<file path="config.mk">
export PLATFORM = sky130hd
export DESIGN_NAME = acc_msg_scheduler
export DESIGN_NICKNAME = d
export VERILOG_FILES = /design/src/rtl/acc_msg_scheduler.sv
export SDC_FILE = /design/constraint.sdc
export NUM_CORES = 2
export LEC_CHECK = 0
export ABC_AREA = 0
export BUFFER_PORTS_ARGS = -buffer_cell sky130_fd_sc_hd__clkbuf_2
export CORE_AREA = 2 2 319 321
export CTS_CLUSTER_SIZE = 20
export DETAILED_ROUTE_END_ITERATION = 10
export DIE_AREA = 0 0 321 323
export PLACE_DENSITY = 0.59
export SYNTH_ARGS = -nofsm -noshare
export SYNTH_HDL_FRONTEND = slang
export SYNTH_SLANG_ARGS = --single-unit
</file>
<file path="constraint.sdc">
create_clock -name clk -period 16.99 [get_ports clk]
set_clock_uncertainty 0.15 [all_clocks]
set_input_delay 2.5485 -clock clk [delete_from_list [all_inputs] [get_ports clk]]
set_output_delay 2.5485 -clock clk [all_outputs]
set_load 0.1 [all_outputs]
</file>
<file path="src/rtl/acc_msg_scheduler.sv">
// SHA-256 message scheduler: 16-word sliding window, one W[t] per ms_enable.
// Optional ACC_MS_BYTE_SWAP_EN byte-reverses block words on load (digest path never swapped).
module acc_msg_scheduler #(
  parameter int BLOCK_SIZE  = 512,
  parameter int DIGEST_SIZE = 256,
  parameter int WORD_SIZE   = 32,
  parameter int ROUND_COUNT = 64
) (
  input  logic                   clk,
  input  logic                   rst,
  input  logic                   ms_init,
  input  logic                   ms_enable,
  input  logic                   msg_sel,
  input  logic [BLOCK_SIZE-1:0]  ms_block_in,
  input  logic [DIGEST_SIZE-1:0] ms_digest_in,
  output logic [31:0]            ms_w,
  output logic                   ms_w_valid,
  output logic [5:0]             ms_round,
  output logic                   ms_done,
  output logic                   ms_busy
);

  localparam int unsigned NWORDS  = 16;
  localparam int unsigned NDIGEST = 8;
  localparam logic [5:0]  LAST    = 6'(ROUND_COUNT - 1);

  typedef enum logic {ST_IDLE, ST_LOADED} state_t;

  state_t      state_q, state_d;
  logic [31:0] win_q [NWORDS];
  logic [31:0] win_d [NWORDS];
  logic [31:0] load_w [NWORDS];
  logic [5:0]  round_q, round_d;
  logic        done_q, done_d;
  logic [31:0] next_w;

  function automatic logic [31:0] sig0(input logic [31:0] x);
    return {x[6:0], x[31:7]} ^ {x[17:0], x[31:18]} ^ (x >> 3);
  endfunction

  function automatic logic [31:0] sig1(input logic [31:0] x);
    return {x[16:0], x[31:17]} ^ {x[18:0], x[31:19]} ^ (x >> 10);
  endfunction

  function automatic logic [31:0] bswap(input logic [31:0] x);
    return {x[7:0], x[15:8], x[23:16], x[31:24]};
  endfunction

  // Source words for a load: raw block, or digest followed by fixed 256-bit-message padding.
  always_comb begin
    for (int unsigned i = 0; i < NWORDS; i++) begin
      load_w[i] = '0;
      if (!msg_sel) begin
`ifdef ACC_MS_BYTE_SWAP_EN
        load_w[i] = bswap(ms_block_in[BLOCK_SIZE-1-32*i -: 32]);
`else
        load_w[i] = ms_block_in[BLOCK_SIZE-1-32*i -: 32];
`endif
      end else if (i < NDIGEST) begin
        load_w[i] = ms_digest_in[DIGEST_SIZE-1-32*i -: 32];
      end else if (i == 8) begin
        load_w[i] = 32'h8000_0000;
      end else if (i == 15) begin
        load_w[i] = 32'h0000_0100;
      end
    end
  end

  assign next_w = sig1(win_q[14]) + win_q[9] + sig0(win_q[1]) + win_q[0];

  always_ff @(posedge clk or posedge rst) begin
    if (rst) begin
      state_q <= ST_IDLE;
      round_q <= '0;
      done_q  <= 1'b0;
      for (int unsigned i = 0; i < NWORDS; i++) win_q[i] <= '0;
    end else begin
      state_q <= state_d;
      round_q <= round_d;
      done_q  <= done_d;
      for (int unsigned i = 0; i < NWORDS; i++) win_q[i] <= win_d[i];
    end
  end

  // Init has priority over enable, so a mid-block or final-round init aborts without ms_done.
  always_comb begin
    state_d = state_q;
    round_d = round_q;
    done_d  = 1'b0;
    for (int unsigned i = 0; i < NWORDS; i++) win_d[i] = win_q[i];
    if (ms_init) begin
      state_d = ST_LOADED;
      round_d = '0;
      for (int unsigned i = 0; i < NWORDS; i++) win_d[i] = load_w[i];
    end else if (state_q == ST_LOADED && ms_enable) begin
      if (round_q == LAST) begin
        state_d = ST_IDLE;
        round_d = '0;
        done_d  = 1'b1;
      end else begin
        for (int unsigned i = 0; i < NWORDS - 1; i++) win_d[i] = win_q[i+1];
        win_d[NWORDS-1] = next_w;
        round_d         = round_q + 6'd1;
      end
    end
  end

  always_comb begin
    ms_w       = win_q[0];
    ms_round   = round_q;
    ms_done    = done_q;
    ms_w_valid = (state_q == ST_LOADED);
    ms_busy    = (state_q == ST_LOADED);
  end

endmodule

</file>
==> impl_results.md <==
- Crit path setup slack, layout: 11.15 ns
- Setup violators final: 0
- CP Launch Type: input port
- Nets: 4895
- Grt total ovfl: 0
- Placer Congestion: around 0.92
- Initial Utilization: 0.3024
- Status: complete, no violations
- Asr flop ratio synth: 1.000
- RSZ-0062 raised after global routing: no
- Max-cap viol count: 0
- DP Wirelength: 107000 µm
- Final worst-path cycle share: 0.3435
- R2r startpoint: ms_round[0]
- Number of fill cells: 10570
- #FFs+latches synth: 520
- Finished Layout Cells: 5402
- Iter 0 DRT Violations: 2511
- Worst-Margin Slew: around 1.5 ns
- Max VDD drop: 148.0 µV
- Clock Tree Buf Depth: 3
- CP Data Arrival Time: slightly above 6 ns
- Overall Power: approximately 6.4 mW
- Largest net degree at the start of global routing: 207
- Via/cell ratio: 5.152
- Placed instance count: 5269
- Vias in the first global route: 26600
- Post-CTS setup buffer count: 0
- Mapped Cells: 3457
- First-pass GRT wire length: 187500 µm
- Register area share after synthesis: 0.4272
- Area of the multi-input gates: 15400 µm²
- Layout cells sized above 1: 0.2372
- Max Clk Rate: 0.1714 GHz
- Critical Path Start: ms_enable
- Wire per inst: ~25 µm
- WP data required: 17.27 ns
- Reg clk slew, reported paths: 0.06 ns
- Distinct cells, synth: 64
- Total Neg Setup Slack: 0 ns
- Die ar.: a little over 100000 µm²
- Sink Count: 520
- Rows: 117
- Max Slew Vio Count: 0
- TritonCTS buffer count: 66
- Post-CTS resize count: 0
- CTS root buf: clkbuf_16
- Drt total wl: roughly 140000 µm
- Antenna Nets Post-Route: 0
- Crit. End Element: register
- Pre-CTS WS: 10.56 ns
- Synth Cell Area: 30460 µm²
- Ports: 814
- CTS hold repair buffers: 0
- Syn_area_per_cell: approximately 8.8 µm²
- Die W: roughly 320 µm
- Critical path fanouts, max: 90
- Min Tclk post-route: 5.836 ns
- EDFF count, synth: 0
- Leak: 17.81 nW
- CTS tree: done
- Core ar.: 100700 µm²
- Worst Hold Class: reg -> reg
- H-tree depth: 3
- Rel. slew slack: 0.02414
- Synth Flop Type: dfrtp_1
- HP Start: win_q[444]
- Initial DRT Pass Iterations: 7
- Die Height: 323 µm
- Ys Warns: 0
- FF+latch area: about 13000 µm²
- Min Hold Slack: roughly 0.32 ns
- Via count: 27830
- Gr usage total: 0.2538
- Area Overhead vs Synth: 22.26%
- PD cells: roughly 170 nW/µm²
- Crit path kind: in -> reg
- # DRC: 0
- Antenna violations before repair: between 50 and 60
- Worst-Skew Late Latency: 0.62 ns
- Final Hold Viols: 0
- Post-Syn Nets: about 4300
- # port buffers: 813
## logic make-up (layout without fill, tap and decap cells)
| family | after synthesis | in the layout | share of synthesized area |
|---|---|---|---|
| buf+inv | 473 | 1092 | 0.06794 |
| xor+xnor | 141 | 141 | 0.04054 |
| flops | 520 | 520 | 0.4272 |
| compound gates | 937 | 937 | 0.1920 |
| simple gates | 1030 | 1030 | 0.1322 |
| other cells | 0 | 17 | 0 |
| fa+ha+maj | 94 | 94 | 0.05389 |
| mux | 262 | 262 | 0.08626 |
## critical path, cell delays in order
cell	delay, ns
clkbuf_2	0.09
nand2_1	0.16
a31oi_2	0.19
nor2_4	0.79
buf_4	0.55
buf_4	0.72
buf_4	0.74
o21ai_0	0.21
## per-layer routing
layer,track usage,wire [µm],up-vias
met5,0,387,-
met4,0.08982,4917,62
met3,0.1023,13870,220
met2,0.3892,61140,1064
met1,0.3221,56780,13440
li1,-,-,13050
## stage by stage
| stage | instance area (µm²) | util |
|---|---|---|
| floorplan | 30460 | - |
| global placement | 34930 | 0.3468 |
| detailed placement | 34930 | 0.3468 |
| CTS | 37200 | 0.3693 |
| global route | 37220 | 0.3696 |
| finish | 37240 | 0.3698 |
## cell usage in the layout, fill, tap and decap left out, drive strengths merged, types with 3 or more instances in the layout
master,netlist,layout
o21bai,5,5
fa,62,62
and3,9,9
inv,129,131
a22oi,9,9
a21boi,3,3
and2,4,4
diode,0,17
buf,130,36
or3,6,6
o21ai,335,335
a31oi,7,7
xnor2,89,89
clkbuf,214,906
nor3,8,8
dfrtp,520,520
a311oi,4,4
nand4,9,9
xor2,52,52
nand2,348,348
a211oi,3,3
nor2b,6,6
bufinv,0,7
a21oi,279,279
o211ai,35,35
nor2,615,615
mux2i,261,261
nand3,14,14
clkinv,0,10
a21o,8,8
a221oi,222,222
o21a,6,6
ha,32,32
## area by class of cell
cell class,count,area share
inverter,129,0.01330
antenna,17,0.001142
timing repair buffer,847,0.1176
clock buffer,95,0.05194
multi-input combinational,2464,0.4136
clock inverter,21,0.009105
tap,1309,0.04398
sequential,520,0.3494
## sequential cells by signal, summed over array words and instances, names as in the netlist
| register | flops |
|---|---|
| win_q | 480 |
| ms_done | 1 |
| ms_busy | 1 |
| ms_w | 32 |
| ms_round | 6 |
## final timing paths
path | endpoint | slack [ns] | depth (start not counted)
min | win_q[444] | 0.32 | 2
min in group asynchronous | ms_w[21] | 1.85 | 2
max | win_q[303] | 11.15 | 8
max in group asynchronous | win_q[274] | 12.05 | 5
max reg2reg | win_q[303] | 12.33 | 8
min reg2reg | win_q[444] | 0.32 | 2
## synth_stat cells (58+ instances only)
library cell,count,area [µm²]
nand2_1,348,1306
inv_1,128,480.5
clkbuf_1,214,803.3
mux2i_1,261,2613
a221oi_1,222,1944
xnor2_1,89,779.5
nor2_1,614,2305
buf_4,58,435.4
fa_1,62,1241
a21oi_1,279,1396
buf_2,61,305.3
o21ai_0,308,1541
dfrtp_1,520,13010
## where the power goes
part / internal (mW) / switching (mW) / total [mW]
Clock: 0.903 / 0.586 / 1.49
Sequential: 1.45 / 0.238 / 1.68
Combinational: 1.19 / 2.06 / 3.25
(Power assumes the default switching activity.)
